`src/rtl/core_sequencer.sv`:
```
// core_sequencer: issues Core instruction addresses from a start/length descriptor
// and collects each Core result, tagged with its run index, after the fixed latency.
module core_sequencer #(
    parameter int unsigned ADDRESS_WIDTH = 10,
    parameter int unsigned DATA_WIDTH    = 18,
    parameter int unsigned LATENCY       = 3
) (
    input  logic                     CLK,
    input  logic                     RST_N,
    input  logic                     Start,
    input  logic [ADDRESS_WIDTH-1:0] Base_Addr,
    input  logic [ADDRESS_WIDTH-1:0] Length,
    input  logic                     Mode,
    input  logic                     Stall,
    input  logic [DATA_WIDTH-1:0]    Core_Result,
    output logic [ADDRESS_WIDTH-1:0] Counter,
    output logic                     Result_Valid,
    output logic [DATA_WIDTH-1:0]    Result_Data,
    output logic [ADDRESS_WIDTH-1:0] Result_Index,
    output logic                     Busy,
    output logic                     Done
);
    typedef enum logic [1:0] {st_idle, st_issue, st_drain, st_done} state_t;

    localparam logic [ADDRESS_WIDTH-1:0] addr_one = ADDRESS_WIDTH'(1);

    state_t                   state, state_nxt;
    logic [ADDRESS_WIDTH-1:0] remaining;
    logic [ADDRESS_WIDTH-1:0] issue_idx;
    logic [1:0]               pace;
    logic                     seq_mode;
    logic [LATENCY-1:0]       line_vld;
    logic [ADDRESS_WIDTH-1:0] line_idx [LATENCY];

    logic                     pace_end;
    logic                     pending;
    logic                     load;
    logic                     issue;
    logic                     ins_vld;
    logic [ADDRESS_WIDTH-1:0] ins_idx;

    // Last unstalled cycle of the current pace period (every cycle in pipelined mode).
    assign pace_end = !Stall && (seq_mode ? (pace == 2'd2) : 1'b1);

    // Entries still in flight after this edge's shift; the output stage leaves now.
    always_comb begin
        pending = 1'b0;
        for (int unsigned i = 0; i + 1 < LATENCY; i++)
            pending = pending | line_vld[i];
    end

    always_ff @(posedge CLK or negedge RST_N) begin
        if (!RST_N) state <= st_idle;
        else        state <= state_nxt;
    end

    // Completion is keyed to the tracking line emptying, so Done timing is
    // independent of the pace period when LATENCY is shorter than it.
    always_comb begin
        state_nxt = state;
        case (state)
            st_idle:  if (Start) state_nxt = (Length != '0) ? st_issue : st_done;
            st_issue: if (remaining == '0) begin
                          if (!pending)     state_nxt = st_done;
                          else if (pace_end) state_nxt = st_drain;
                      end
            st_drain: if (!pending) state_nxt = st_done;
            st_done:  state_nxt = st_idle;
            default:  state_nxt = st_idle;
        endcase
    end

    always_comb begin
        load  = 1'b0;
        issue = 1'b0;
        case (state)
            st_idle:  load  = Start && (Length != '0);
            st_issue: issue = pace_end && (remaining != '0);
            default:  ;
        endcase
        ins_vld = load | issue;
        ins_idx = load ? '0 : issue_idx;
    end

    always_ff @(posedge CLK or negedge RST_N) begin
        if (!RST_N) begin
            Counter   <= '0;
            remaining <= '0;
            issue_idx <= '0;
            pace      <= '0;
            seq_mode  <= 1'b0;
            Busy      <= 1'b0;
            Done      <= 1'b0;
        end else begin
            Done <= (state == st_done);
            if (load) begin
                Counter   <= Base_Addr;
                remaining <= Length - addr_one;
                issue_idx <= addr_one;
                pace      <= '0;
                seq_mode  <= !Mode;
                Busy      <= 1'b1;
            end else begin
                if (state == st_issue && !Stall)
                    pace <= pace_end ? 2'd0 : pace + 2'd1;
                if (issue) begin
                    Counter   <= Counter + addr_one;
                    remaining <= remaining - addr_one;
                    issue_idx <= issue_idx + addr_one;
                end
                if (state == st_done)
                    Busy <= 1'b0;
            end
        end
    end

    always_ff @(posedge CLK or negedge RST_N) begin
        if (!RST_N) begin
            line_vld     <= '0;
            for (int unsigned i = 0; i < LATENCY; i++)
                line_idx[i] <= '0;
            Result_Valid <= 1'b0;
            Result_Data  <= '0;
            Result_Index <= '0;
        end else begin
            line_vld[0] <= ins_vld;
            line_idx[0] <= ins_idx;
            for (int unsigned i = 1; i < LATENCY; i++) begin
                line_vld[i] <= line_vld[i-1];
                line_idx[i] <= line_idx[i-1];
            end
            Result_Valid <= line_vld[LATENCY-1];
            if (line_vld[LATENCY-1]) begin
                Result_Data  <= Core_Result;
                Result_Index <= line_idx[LATENCY-1];
            end
        end
    end
endmodule

```
`config.mk`:
```
export PLATFORM = sky130hd
export DESIGN_NAME = core_sequencer
export DESIGN_NICKNAME = d
export VERILOG_FILES = /design/src/rtl/core_sequencer.sv
export SDC_FILE = /design/constraint.sdc
export NUM_CORES = 1
export LEC_CHECK = 0
export CAP_MARGIN = 0
export CORE_MARGIN = 1
export CORE_UTILIZATION = 47
export CTS_CLUSTER_SIZE = 24
export DETAILED_ROUTE_END_ITERATION = 10
export GPL_ROUTABILITY_DRIVEN = 0
export PLACE_DENSITY = 0.83
export SYNTH_ARGS = -nofsm -noshare
export SYNTH_HDL_FRONTEND = slang
export SYNTH_SLANG_ARGS = --single-unit
```
`constraint.sdc`:
```
create_clock -name CLK -period 4.97 [get_ports CLK]
set_input_delay 0.994 -clock CLK [delete_from_list [all_inputs] [get_ports CLK]]
set_output_delay 0.994 -clock CLK [all_outputs]
set_load 0.05 [all_outputs]
```
==> results of run 1 <==
## final cells by class
class                           instances  share of cell area
Sequential cell                        99               0.456
Timing Repair Buffer                   86               0.157
Clock buffer                            9              0.0228
Tap cell                              108              0.0249
Inverter                                8             0.00553
Clock inverter                          7              0.0131
Multi-Input combinational cell        246               0.321
## power by group through the flow
stage	clock network, W	logic (W)	registers, W
floorplan	0	0.000647	0.00169
finish	0.000494	0.00157	0.00127
detailed placement	0	0.00157	0.00128
global route	0.000547	0.00168	0.00131
global placement	0	0.00153	0.00127
CTS	0.000509	0.00157	0.00127
## metrics by stage
stage	cell area (µm²)	hold slack [ns]
4_1_cts	5430	0.349
3_5_place_dp	5240	0.335
5_1_grt	5430	0.360
3_3_place_gp	5240	0.331
6_report	5430	0.349
2_1_floorplan	4310	0.331
## state kept, by name (all words and copies together), names as in the netlist
register      flops
Result_Data      18
remaining        10
Result_Index     10
Result_Valid      1
line_vld          3
pace              2
issue_idx        10
seq_mode          1
line_idx         30
Busy              1
Done              1
state             2
Counter          10
## path summary, 6_finish.rpt
kind / start / slack (ns) / end / depth (start not counted)
min: line_idx[10] / 0.35 / line_idx[0] / 0
min reg2reg: line_idx[10] / 0.35 / line_idx[0] / 0
max reg2reg: state[0] / 1.81 / remaining[8] / 11
max: Length[8] / 1.10 / remaining[8] / 10
max in group asynchronous: RST_N / 3.29 / line_idx[12] / 2
min in group asynchronous: RST_N / 0.73 / Result_Data[0] / 1
## cell usage in the layout, fill, tap and decap left out, types with 4 or more instances in the layout
| cell type | n |
|---|---|
| sky130_fd_sc_hd__clkdlybuf4s50_1 | 82 |
| sky130_fd_sc_hd__mux2_2 | 29 |
| sky130_fd_sc_hd__nor2_1 | 23 |
| sky130_fd_sc_hd__buf_4 | 4 |
| sky130_fd_sc_hd__o21ai_0 | 14 |
| sky130_fd_sc_hd__o22ai_1 | 4 |
| sky130_fd_sc_hd__nand3_1 | 9 |
| sky130_fd_sc_hd__nor4_1 | 6 |
| sky130_fd_sc_hd__and2_1 | 13 |
| sky130_fd_sc_hd__xor2_1 | 6 |
| sky130_fd_sc_hd__o211ai_1 | 6 |
| sky130_fd_sc_hd__xnor2_1 | 14 |
| sky130_fd_sc_hd__nand2_1 | 30 |
| sky130_fd_sc_hd__clkbuf_8 | 9 |
| sky130_fd_sc_hd__nand4_1 | 7 |
| sky130_fd_sc_hd__nor3_1 | 9 |
| sky130_fd_sc_hd__mux2i_1 | 5 |
| sky130_fd_sc_hd__ha_1 | 9 |
| sky130_fd_sc_hd__a21oi_1 | 11 |
| sky130_fd_sc_hd__inv_1 | 8 |
| sky130_fd_sc_hd__dfrtp_1 | 99 |
## kinds of logic after synthesis
family	share of synthesized area
muxes	0.0873
adders and majority gates	0.0261
AOI/OAI and AO/OA	0.101
DFF	0.574
xor gates and xnor gates	0.0406
buffers and inverters	0.0226
and+or+nand+nor	0.148
## layer usage
layer / vias to the layer above / GRT usage / wire (µm)
met5: - / 0 / 0
met4: 0 / 0.0758 / 69
met3: 6 / 0.0494 / 686
met1: 1479 / 0.256 / 3870
li1: 1472 / - / -
met2: 131 / 0.308 / 4020
## critical path: stages
cell                              delay (ns)
sky130_fd_sc_hd__clkdlybuf4s50_1        0.48
sky130_fd_sc_hd__nor4_2                 0.61
sky130_fd_sc_hd__a31o_2                 0.32
sky130_fd_sc_hd__mux2i_1                0.23
sky130_fd_sc_hd__ha_1                   0.25
sky130_fd_sc_hd__nor4b_2                0.38
sky130_fd_sc_hd__o21ai_0                0.15
sky130_fd_sc_hd__a21boi_1               0.16
sky130_fd_sc_hd__o311ai_0               0.31
sky130_fd_sc_hd__o311ai_0               0.19
==> key figures, run 1 <==
Status
  • Outcome: finished, violations left
  • Violations in the final reports: DRC

Layout
  • # nets final: 502
  • Share of layout cells above drive strength 1: 0.138
  • Multi-input combinational cell area: 1740 µm²
  • Fill cell count: 716
  • Combined flip-flop and latch cell area: 2480 µm²
  • Final cell count without fillers: 563
  • Number of inserted diodes: 0
  • Final core occ: 0.617
  • Growth of design area from synthesis to finish: 26.0%

Floorplanning
  • Die Ht: 97.8 µm
  • Area of the core region: 8810 µm²
  • I/O pins: 84
  • Die boundary width: 97.8 µm
  • Initial core utilization: 0.490
  • Die outline area: 9560 µm²
  • Number of core rows: 34

Worst setup path
  • Largest fanout of any net on the critical path: 6
  • Type of element capturing the critical path: flop
  • WS Path Type: in2reg
  • Endpoint arrival time on the critical path: 4.08 ns
  • Crit path required time: 5.18 ns
  • Nature of the critical path startpoint: input pin

Drt
  • Pre-Repair DR Iteration Count: 8
  • Detailed-route DRC error count: 22
  • Number of nets with antenna violations after routing: 0
  • Routed wire length: 8.65 mm
  • Vias post-DR: 3088
  • Number of DRC markers after the initial detailed-route iteration: 175
  • Routed length per instance: 15.4 µm
  • Vias per cell: 5.48

Yosys
  • Most instantiated flip-flop cell in the synthesis netlist: sky130_fd_sc_hd__dfrtp_1
  • Yosys top cell area share: 0.574
  • Cell types occupying the most area after synthesis: sky130_fd_sc_hd__dfrtp_1 57%, sky130_fd_sc_hd__mux2_2 7.6%, sky130_fd_sc_hd__xnor2_1 2.8%
  • Most used standard cells in the synthesized netlist: 99 x sky130_fd_sc_hd__dfrtp_1, 30 x sky130_fd_sc_hd__nand2_1, 29 x sky130_fd_sc_hd__mux2_2, 23 x sky130_fd_sc_hd__nor2_1
  • #FFs+latches synth: 99
  • Async S/R FF share, synth: 1.00
  • Synthesized area per cell: 11.8 µm²
  • Cell count after synthesis: 366
  • Number of distinct library cell variants in the gate-level netlist after synthesis: 56
  • Post-synthesis cell area: 4310 µm²
  • Number of nets in the synthesized netlist: 418
  • Share of synthesized area occupied by flip-flops and latches: 0.574
  • Number of flops mapped to enable cells by yosys: 0
  • Warning count from the yosys run: 0
  • Yosys top cell by area: sky130_fd_sc_hd__dfrtp_1
  • Count leader, synth: sky130_fd_sc_hd__dfrtp_1

Clocking
  • Number of cells upsized or downsized after cts: 0
  • CTS Hold Buffers Added: 0
  • Post-CTS setup buffer count: 0
  • Number of clock sinks: 99
  • Number of levels in the clock H-tree: 3
  • CTS root buffer: sky130_fd_sc_hd__clkbuf_8
  • Clock-pin slew of the registers on the worst-case setup and hold paths: 0.10 ns
  • Maximum number of buffers from clock root to sink: 2
  • TritonCTS clock tree: done
  • Latest clock arrival within the worst-skew pair: 0.36 ns
  • Number of buffers added by the clock tree synthesis step: 9

Power and ir drop
  • Switching power share of the total: 0.443
  • P_sw: 0.00147 W
  • IR Drop Worst-Case VDD: 0.000372 V
  • Power Dens Cells: 613 nW/µm²
  • Reported leakage power: 2.31 nW
  • Internal power: 0.00186 W
  • Total design power: 0.00333 W
  • Share of power burned in the clock network: 0.148
  • Gate power share: 0.471
  • Part of the power in registers: 0.381

STA
  • Final Max Tran Viols: 0
  • Final critical path time including I/O delays and setup: 3.87 ns
  • Clk_skew: 0.00997 ns
  • Worst Slack Setup Final: 1.10 ns
  • Sum of negative setup slack: 0 ns
  • Final clock period utilization by the worst path: 0.778
  • Maximum clock rate: 258 MHz
  • Least-Margin Pin Slew: 1.12 ns
  • Number of hold violations in the final report: 0
  • Final count of negative-setup-slack endpoints: 0
  • Worst max-slew margin expressed relative to the limit: 0.256
  • RSZ-0062 raised after global routing: no

Place
  • Cell Count Post-Placement: 547
  • Post-Place Setup Slack: 0.745 ns
  • Final HPWL DP: 6.05 mm
  • Port buffer count: 83

GRT
  • Antenna violations before repair: 0
  • Remaining Overflow, GRT: 0
  • Largest net degree at the start of global routing: 73
  • Wire length of the first global-routing pass: 14.8 mm
  • GR Util All Layers: 0.193
  • Vias in the first global route: 3141

Job
  • Number of maximum-capacitance constraint violations: 0

Worst hold path
  • Type of the worst min-delay path: reg2reg
Power figures use the tool's default switching activity.
==> run 2, diff against run 1 <==
- PLACE_DENSITY: 0.83 -> 0.85
- clock period: 4.97 -> 3.1 ns (I/O delays scaled with it)
==> run 2 against run 1 <==
  * Final cell count rose by 3.6%
  * The run still ends with DRC left
  * Flip-flop and latch count did not move
  * Via count rose by 5.0%
  * Critical path type unchanged
  * Register-to-register slack got worse by 1.5 ns
  * First-iteration DRC count rose by 4.0%
==> key figures, run 2 (synthesis results as in run 1) <==
Status
  • Outcome: finished, violations left (unchanged)
  • Violations in the final reports: DRC (unchanged)

Clocking
  • CTS root buffer: sky130_fd_sc_hd__clkbuf_8 (unchanged)
  • Number of buffers added by the clock tree synthesis step: 9 (unchanged)
  • TritonCTS clock tree: done (unchanged)
  • Maximum number of buffers from clock root to sink: 2 (unchanged)
  • Latest clock arrival within the worst-skew pair: 0.36 ns (about the same)
  • Number of levels in the clock H-tree: 3 (unchanged)
  • CTS Hold Buffers Added: 0 (unchanged)
  • Number of clock sinks: 99 (unchanged)
  • Clock-pin slew of the registers on the worst-case setup and hold paths: 0.10 ns (about the same)

Worst setup path
  • Type of element capturing the critical path: flop (unchanged)
  • Crit path required time: 3.34 ns (was 5.18 ns)
  • Largest fanout of any net on the critical path: 4 (was 6)
  • Nature of the critical path startpoint: input pin (unchanged)
  • Source of the worst register-to-register timing path: state[0] (unchanged)
  • Number of cells on the worst reg-to-reg path: 13 (was 11)
  • Register-to-register setup slack: 0.32 ns (was 1.81 ns)
  • Critical register-to-register path endpoint: remaining[6] (was remaining[8])
  • WS Path Type: in2reg (unchanged)
  • Endpoint arrival time on the critical path: 3.19 ns (was 4.08 ns)

Layout
  • Combined flip-flop and latch cell area: 2480 µm² (unchanged)
  • Largest register FFs: 30 (unchanged)
  • Top flop regs: line_idx x30, Result_Data x18 (unchanged)
  • Share of layout cells above drive strength 1: 0.177 (was 0.138)
  • Fill cell count: 693 (was 716)
  • # nets final: 522 (was 502)
  • Multi-input combinational cell area: 1760 µm² (was 1740 µm²)
  • Most common cell after layout, fill and taps aside: sky130_fd_sc_hd__dfrtp_1 (unchanged)
  • Final cell count without fillers: 583 (was 563)
  • Most used cells in the layout excluding fill and tap cells: 99 x sky130_fd_sc_hd__dfrtp_1, 82 x sky130_fd_sc_hd__clkdlybuf4s50_1, 30 x sky130_fd_sc_hd__nand2_1, 29 x sky130_fd_sc_hd__mux2_2 (was 99 x sky130_fd_sc_hd__dfrtp_1, 82 x sky130_fd_sc_hd__clkdlybuf4s50_1, 30 x sky130_fd_sc_hd__nand2_1, 29 x sky130_fd_sc_hd__mux2_2, 23 x sky130_fd_sc_hd__nor2_1)
  • Growth of design area from synthesis to finish: 30.3% (was 26.0%)
  • Final cell area excluding filler cells: 5620 µm² (was 5430 µm²)
  • Number of inserted diodes: 0 (unchanged)
  • Register name with the most flops: line_idx (unchanged)

GRT
  • Largest net degree at the start of global routing: 50 (was 73)
  • Wire length of the first global-routing pass: 15.1 mm (was 14.8 mm)
  • GR Util All Layers: 0.199 (was 0.193)
  • Vias in the first global route: 3312 (was 3141)
  • Remaining Overflow, GRT: 0 (unchanged)
  • Antenna violations before repair: 0 (unchanged)

Drt
  • Routed wire length: 8.83 mm (was 8.65 mm)
  • Vias post-DR: 3242 (was 3088)
  • Number of DRC markers after the initial detailed-route iteration: 182 (was 175)
  • Detailed-route DRC error count: 26 (was 22)
  • Vias per cell: 5.56 (was 5.48)
  • Number of nets with antenna violations after routing: 0 (unchanged)
  • Routed length per instance: 15.1 µm (was 15.4 µm)
  • Pre-Repair DR Iteration Count: 8 (unchanged)

STA
  • Number of hold violations in the final report: 0 (unchanged)
  • Final count of negative-setup-slack endpoints: 0 (unchanged)
  • Final critical path time including I/O delays and setup: 2.95 ns
  • Least-Margin Pin Slew: 1.13 ns (was 1.12 ns)
  • Clk_skew: 0.0181 ns (was 0.00997 ns)
  • Worst Hold Slack: 0.258 ns (was 0.349 ns)
  • Final Max Tran Viols: 0 (unchanged)
  • Sum of negative setup slack: 0 ns (unchanged)
  • Final clock period utilization by the worst path: 0.950
  • Worst max-slew margin expressed relative to the limit: 0.249 (was 0.256)
  • Maximum clock rate: 339 MHz

Place
  • Cell Count Post-Placement: 566 (was 547)
  • Port buffer count: 83 (unchanged)
  • Final HPWL DP: 6.23 mm (was 6.05 mm)
  • Post-placement cell area: 5410 µm² (was 5240 µm²)

Power and ir drop
  • Power Dens Cells: 966 nW/µm² (was 613 nW/µm²)
  • IR Drop Worst-Case VDD: 0.000582 V (was 0.000372 V)
  • Reported leakage power: 2.41 nW (was 2.31 nW)

Floorplanning
  • Initial core utilization: 0.490 (unchanged)
  • Die boundary width: 97.8 µm (unchanged)
  • I/O pins: 84 (unchanged)
  • Area of the core region: 8810 µm² (unchanged)
  • Number of core rows: 34 (unchanged)
  • Die outline area: 9560 µm² (unchanged)
  • Die Ht: 97.8 µm (unchanged)

Job
  • Number of maximum-capacitance constraint violations: 0 (unchanged)

Worst hold path
  • Type of the worst min-delay path: in2async (was reg2reg)
[run 2: changes by cell type in the layout (fill, tap and decap cells not counted), sizes merged]
cell      delta
inv          -2
clkinv       +1
buf         +20
clkinvlp     +1
[run 2: worst max-delay path by stage]
stage	from	to	slack [ns]	depth (start not counted)
after global routing	Length[9]	remaining[6]	-0.01	12
after global placement	Length[9]	remaining[8]	-0.04	10
after detailed placement	Length[9]	remaining[8]	-0.25	10
after CTS	Length[9]	remaining[6]	0.17	11
after floorplan	Length[9]	remaining[8]	0.02	11
final	Length[9]	remaining[6]	0.15	12
[run 2: critical path, cell delays in order]
cell and delay (ns):
sky130_fd_sc_hd__clkdlybuf4s50_1 0.46, sky130_fd_sc_hd__nor4_4 0.33, sky130_fd_sc_hd__a31o_2 0.26, sky130_fd_sc_hd__mux2i_1 0.24, sky130_fd_sc_hd__ha_1 0.22, sky130_fd_sc_hd__nor4b_2 0.25, sky130_fd_sc_hd__buf_4 0.17, sky130_fd_sc_hd__nand2_1 0.06
sky130_fd_sc_hd__o211ai_1 0.20, sky130_fd_sc_hd__buf_4 0.17, sky130_fd_sc_hd__xnor2_1 0.11, sky130_fd_sc_hd__o211ai_1 0.09
[run 2: final cells by class]
class,instances,area share
clock buffer,9,0.0220
clock inverter,7,0.0143
inverter,8,0.00535
multi-input combinational,246,0.313
sequential,99,0.441
tap,108,0.0241
timing repair buffer,106,0.180
[run 2: power by group]
group	internal (W)	switching [W]	total [W]
Clock	0.000319	0.000497	0.000817
Combinational	0.00103	0.00156	0.00259
Sequential	0.00168	0.000337	0.00202
[run 2: through the flow]
step	power, W	util	worst slack, ns
floorplan	0.00375	-	0.0155
global placement	0.00453	0.614	-0.0386
detailed placement	0.00462	0.614	-0.246
CTS	0.00545	0.637	0.168
global route	0.00576	0.638	-0.0128
finish	0.00543	0.638	0.154
[run 2: what timing repair did]
item	4_1_cts	5_1_grt
resized for setup	0	2
setup buffers	0	1
endpoints found under the setup margin	0	2
[run 2: metal layers]
metal  track usage  share of wire
met1         0.245           0.43
met2         0.337           0.48
met3        0.0530          0.071
met4        0.0758          0.017
met5             0              0
==> run 3, diff against run 2 <==
- TNS_END_PERCENT: default -> 20
==> run 3 against run 2 <==
  * The flow still finishes with violations (DRC)
  * Sequential power about the same
  * Critical path depth decreased by 1
  * Final cell count is 0.17% lower
  * Routed wire length shrank 0.20%
  * Clock power about the same
  * Global-route usage did not move
  * Worst setup slack lost 0.032 ns
  * Worst hold slack barely moved
  * Highest routed layer unchanged
==> key figures, run 3 (synthesis results as in run 1) <==
Clocking
  • Maximum number of buffers from clock root to sink: 2 (unchanged)
  • Number of clock sinks: 99 (unchanged)
  • Latest clock arrival within the worst-skew pair: 0.36 ns (about the same)
  • CTS Hold Buffers Added: 0 (unchanged)
  • Clock-pin slew of the registers on the worst-case setup and hold paths: 0.10 ns (about the same)
  • Number of levels in the clock H-tree: 3 (unchanged)
  • Number of cells upsized or downsized after cts: 0 (unchanged)
  • Number of buffers added by the clock tree synthesis step: 9 (unchanged)
  • Post-CTS setup buffer count: 0 (unchanged)
  • TritonCTS clock tree: done (unchanged)
  • CTS root buffer: sky130_fd_sc_hd__clkbuf_8 (unchanged)

Worst hold path
  • Type of the worst min-delay path: in2async (unchanged)

Worst setup path
  • Buffers & Inverters on Critical Path: 2 (was 3)
  • Critical path cell sequence: clkdlybuf4s50_1 -> nor4_4 -> a31o_2 -> mux2i_1 -> ha_1 -> nor4b_2 -> buf_4 -> nand2_1 -> o211ai_1 -> xnor2_1 -> o211ai_1 (was clkdlybuf4s50_1 -> nor4_4 -> a31o_2 -> mux2i_1 -> ha_1 -> nor4b_2 -> buf_4 -> nand2_1 -> o211ai_1 -> buf_4 -> xnor2_1 -> o211ai_1)
  • CP top delay family: compound AO/OA/AOI/OAI gates (was buffers and inverters)
  • Nature of the critical path startpoint: input pin (unchanged)
  • Type of element capturing the critical path: flop (unchanged)
  • Crit path required time: 3.34 ns (about the same)
  • Slowest library cell on the worst path: sky130_fd_sc_hd__clkdlybuf4s50_1 (unchanged)
  • WS Path Type: in2reg (unchanged)
  • Endpoint arrival time on the critical path: 3.22 ns (was 3.19 ns)
  • Slowest Stage Delay on Critical Path: 0.46 ns (about the same)
  • Largest fanout of any net on the critical path: 4 (unchanged)
  • Cell type with the highest occurrence count on the critical path: sky130_fd_sc_hd__o211ai_1

Floorplanning
  • I/O pins: 84 (unchanged)
  • Die Ht: 97.8 µm (unchanged)
  • Area of the core region: 8810 µm² (unchanged)
  • Initial core utilization: 0.490 (unchanged)
  • Die outline area: 9560 µm² (unchanged)
  • Die boundary width: 97.8 µm (unchanged)
  • Number of core rows: 34 (unchanged)

Layout
  • Final cell count without fillers: 582 (was 583)
  • # nets final: 521 (was 522)
  • Most used cells in the layout excluding fill and tap cells: 99 x sky130_fd_sc_hd__dfrtp_1, 82 x sky130_fd_sc_hd__clkdlybuf4s50_1, 30 x sky130_fd_sc_hd__nand2_1, 29 x sky130_fd_sc_hd__mux2_2, 23 x sky130_fd_sc_hd__nor2_1 (was 99 x sky130_fd_sc_hd__dfrtp_1, 82 x sky130_fd_sc_hd__clkdlybuf4s50_1, 30 x sky130_fd_sc_hd__nand2_1, 29 x sky130_fd_sc_hd__mux2_2)
  • Most common cell after layout, fill and taps aside: sky130_fd_sc_hd__dfrtp_1 (unchanged)
  • Share of layout cells above drive strength 1: 0.175 (was 0.177)
  • Fill cell count: 695 (was 693)
  • Growth of design area from synthesis to finish: 30.1% (was 30.3%)
  • Register name with the most flops: line_idx (unchanged)
  • Largest register FFs: 30 (unchanged)
  • Number of inserted diodes: 0 (unchanged)
  • Final core occ: 0.637 (was 0.638)
  • Top flop regs: line_idx x30, Result_Data x18 (unchanged)

Power and ir drop
  • Part of the power in registers: 0.373 (was 0.372)
  • Switching power share of the total: 0.441 (about the same)
  • Reported leakage power: 2.41 nW (about the same)
  • Gate power share: 0.476 (was 0.477)
  • Internal power: 0.00303 W (about the same)
  • P_sw: 0.00239 W (about the same)
  • Share of power burned in the clock network: 0.151 (was 0.150)
  • Power Dens Cells: 966 nW/µm² (about the same)
  • IR Drop Worst-Case VDD: 0.000582 V (about the same)

GRT
  • Largest net degree at the start of global routing: 50 (unchanged)
  • Remaining Overflow, GRT: 0 (unchanged)
  • GR Util All Layers: 0.199 (unchanged)
  • Wire length of the first global-routing pass: 15.1 mm (unchanged)
  • Antenna violations before repair: 0 (unchanged)
  • Vias in the first global route: 3312 (unchanged)

Drt
  • Vias per cell: 5.60 (was 5.56)
  • Number of nets with antenna violations after routing: 0 (unchanged)
  • Number of DRC markers after the initial detailed-route iteration: 157 (was 182)
  • Vias post-DR: 3257 (was 3242)
  • Routed length per instance: 15.1 µm (about the same)
  • Pre-Repair DR Iteration Count: 8 (unchanged)
  • Routed wire length: 8.81 mm (was 8.83 mm)
  • Detailed-route DRC error count: 26 (unchanged)

STA
  • Sum of negative setup slack: 0 ns (unchanged)
  • Worst max-slew margin expressed relative to the limit: 0.249 (unchanged)
  • RSZ-0062 raised after global routing: yes
  • Least-Margin Pin Slew: 1.13 ns (unchanged)
  • Number of hold violations in the final report: 0 (unchanged)
  • Final clock period utilization by the worst path: 0.961 (was 0.950)
  • Maximum clock rate: 336 MHz (was 339 MHz)
  • Final critical path time including I/O delays and setup: 2.98 ns (was 2.95 ns)
  • Clk_skew: 0.0193 ns (was 0.0181 ns)
  • Final Max Tran Viols: 0 (unchanged)
  • Final count of negative-setup-slack endpoints: 0 (unchanged)

Status
  • Violations in the final reports: DRC (unchanged)
  • Outcome: finished, violations left (unchanged)

Place
  • Final HPWL DP: 6.23 mm (unchanged)
  • Cell Count Post-Placement: 566 (unchanged)
  • Port buffer count: 83 (unchanged)

Job
  • Number of maximum-capacitance constraint violations: 0 (unchanged)
run 3: cell count changes in the layout (fill, tap and decap cells not counted), sizes merged:
cell and delta:
buf -1
run 3: per-layer routing:
| layer | wire length, µm | vias up | global-route usage |
|---|---|---|---|
| li1 | - | 1519 | - |
| met1 | 3720 | 1575 | 0.245 |
| met2 | 4250 | 147 | 0.337 |
| met3 | 689 | 16 | 0.0530 |
| met4 | 148 | 0 | 0.0758 |
| met5 | 0 | - | 0 |
run 3: final timing paths:
| kind | from | to | slack, ns | depth (start not counted) |
|---|---|---|---|---|
| max in group asynchronous | RST_N | Counter[2] | 2.17 | 2 |
| min in group CLK | line_idx[21] | line_idx[11] | 0.36 | 0 |
| setup reg to reg | state[0] | remaining[6] | 0.27 | 12 |
| setup / recovery | Length[9] | remaining[6] | 0.12 | 11 |
| hold reg to reg | line_idx[21] | line_idx[11] | 0.36 | 0 |
| hold / removal | RST_N | Result_Data[7] | 0.26 | 1 |
run 3: layout make-up:
class                   count  area [µm²]  area share
clock buffers               9         124      0.0221
clock inverters             7        80.1      0.0143
inverters                   8        30.0     0.00535
multi-input cells         246        1760       0.313
flip-flops and latches     99        2480       0.442
well taps                 108         135      0.0241
repair buffers            105        1010       0.179
run 3: per-stage QoR:
| step | cell area (µm²) | hold slack, ns | total power (W) | setup WS, ns |
|---|---|---|---|---|
| floorplan | 4330 | 0.324 | 0.00375 | 0.0155 |
| global placement | 5410 | 0.331 | 0.00453 | -0.0386 |
| detailed placement | 5410 | 0.335 | 0.00462 | -0.246 |
| CTS | 5610 | 0.262 | 0.00545 | 0.168 |
| global route | 5610 | 0.276 | 0.00575 | -0.0322 |
| finish | 5610 | 0.258 | 0.00542 | 0.122 |
run 3: power by group through the flow:
stage | Combinational (W) | Sequential, W | Clock (W)
detailed placement | 0.00257 | 0.00205 | 0
CTS | 0.00258 | 0.00202 | 0.000842
finish | 0.00258 | 0.00202 | 0.000819
global placement | 0.00251 | 0.00202 | 0
global route | 0.00276 | 0.00208 | 0.000911
floorplan | 0.00104 | 0.00272 | 0
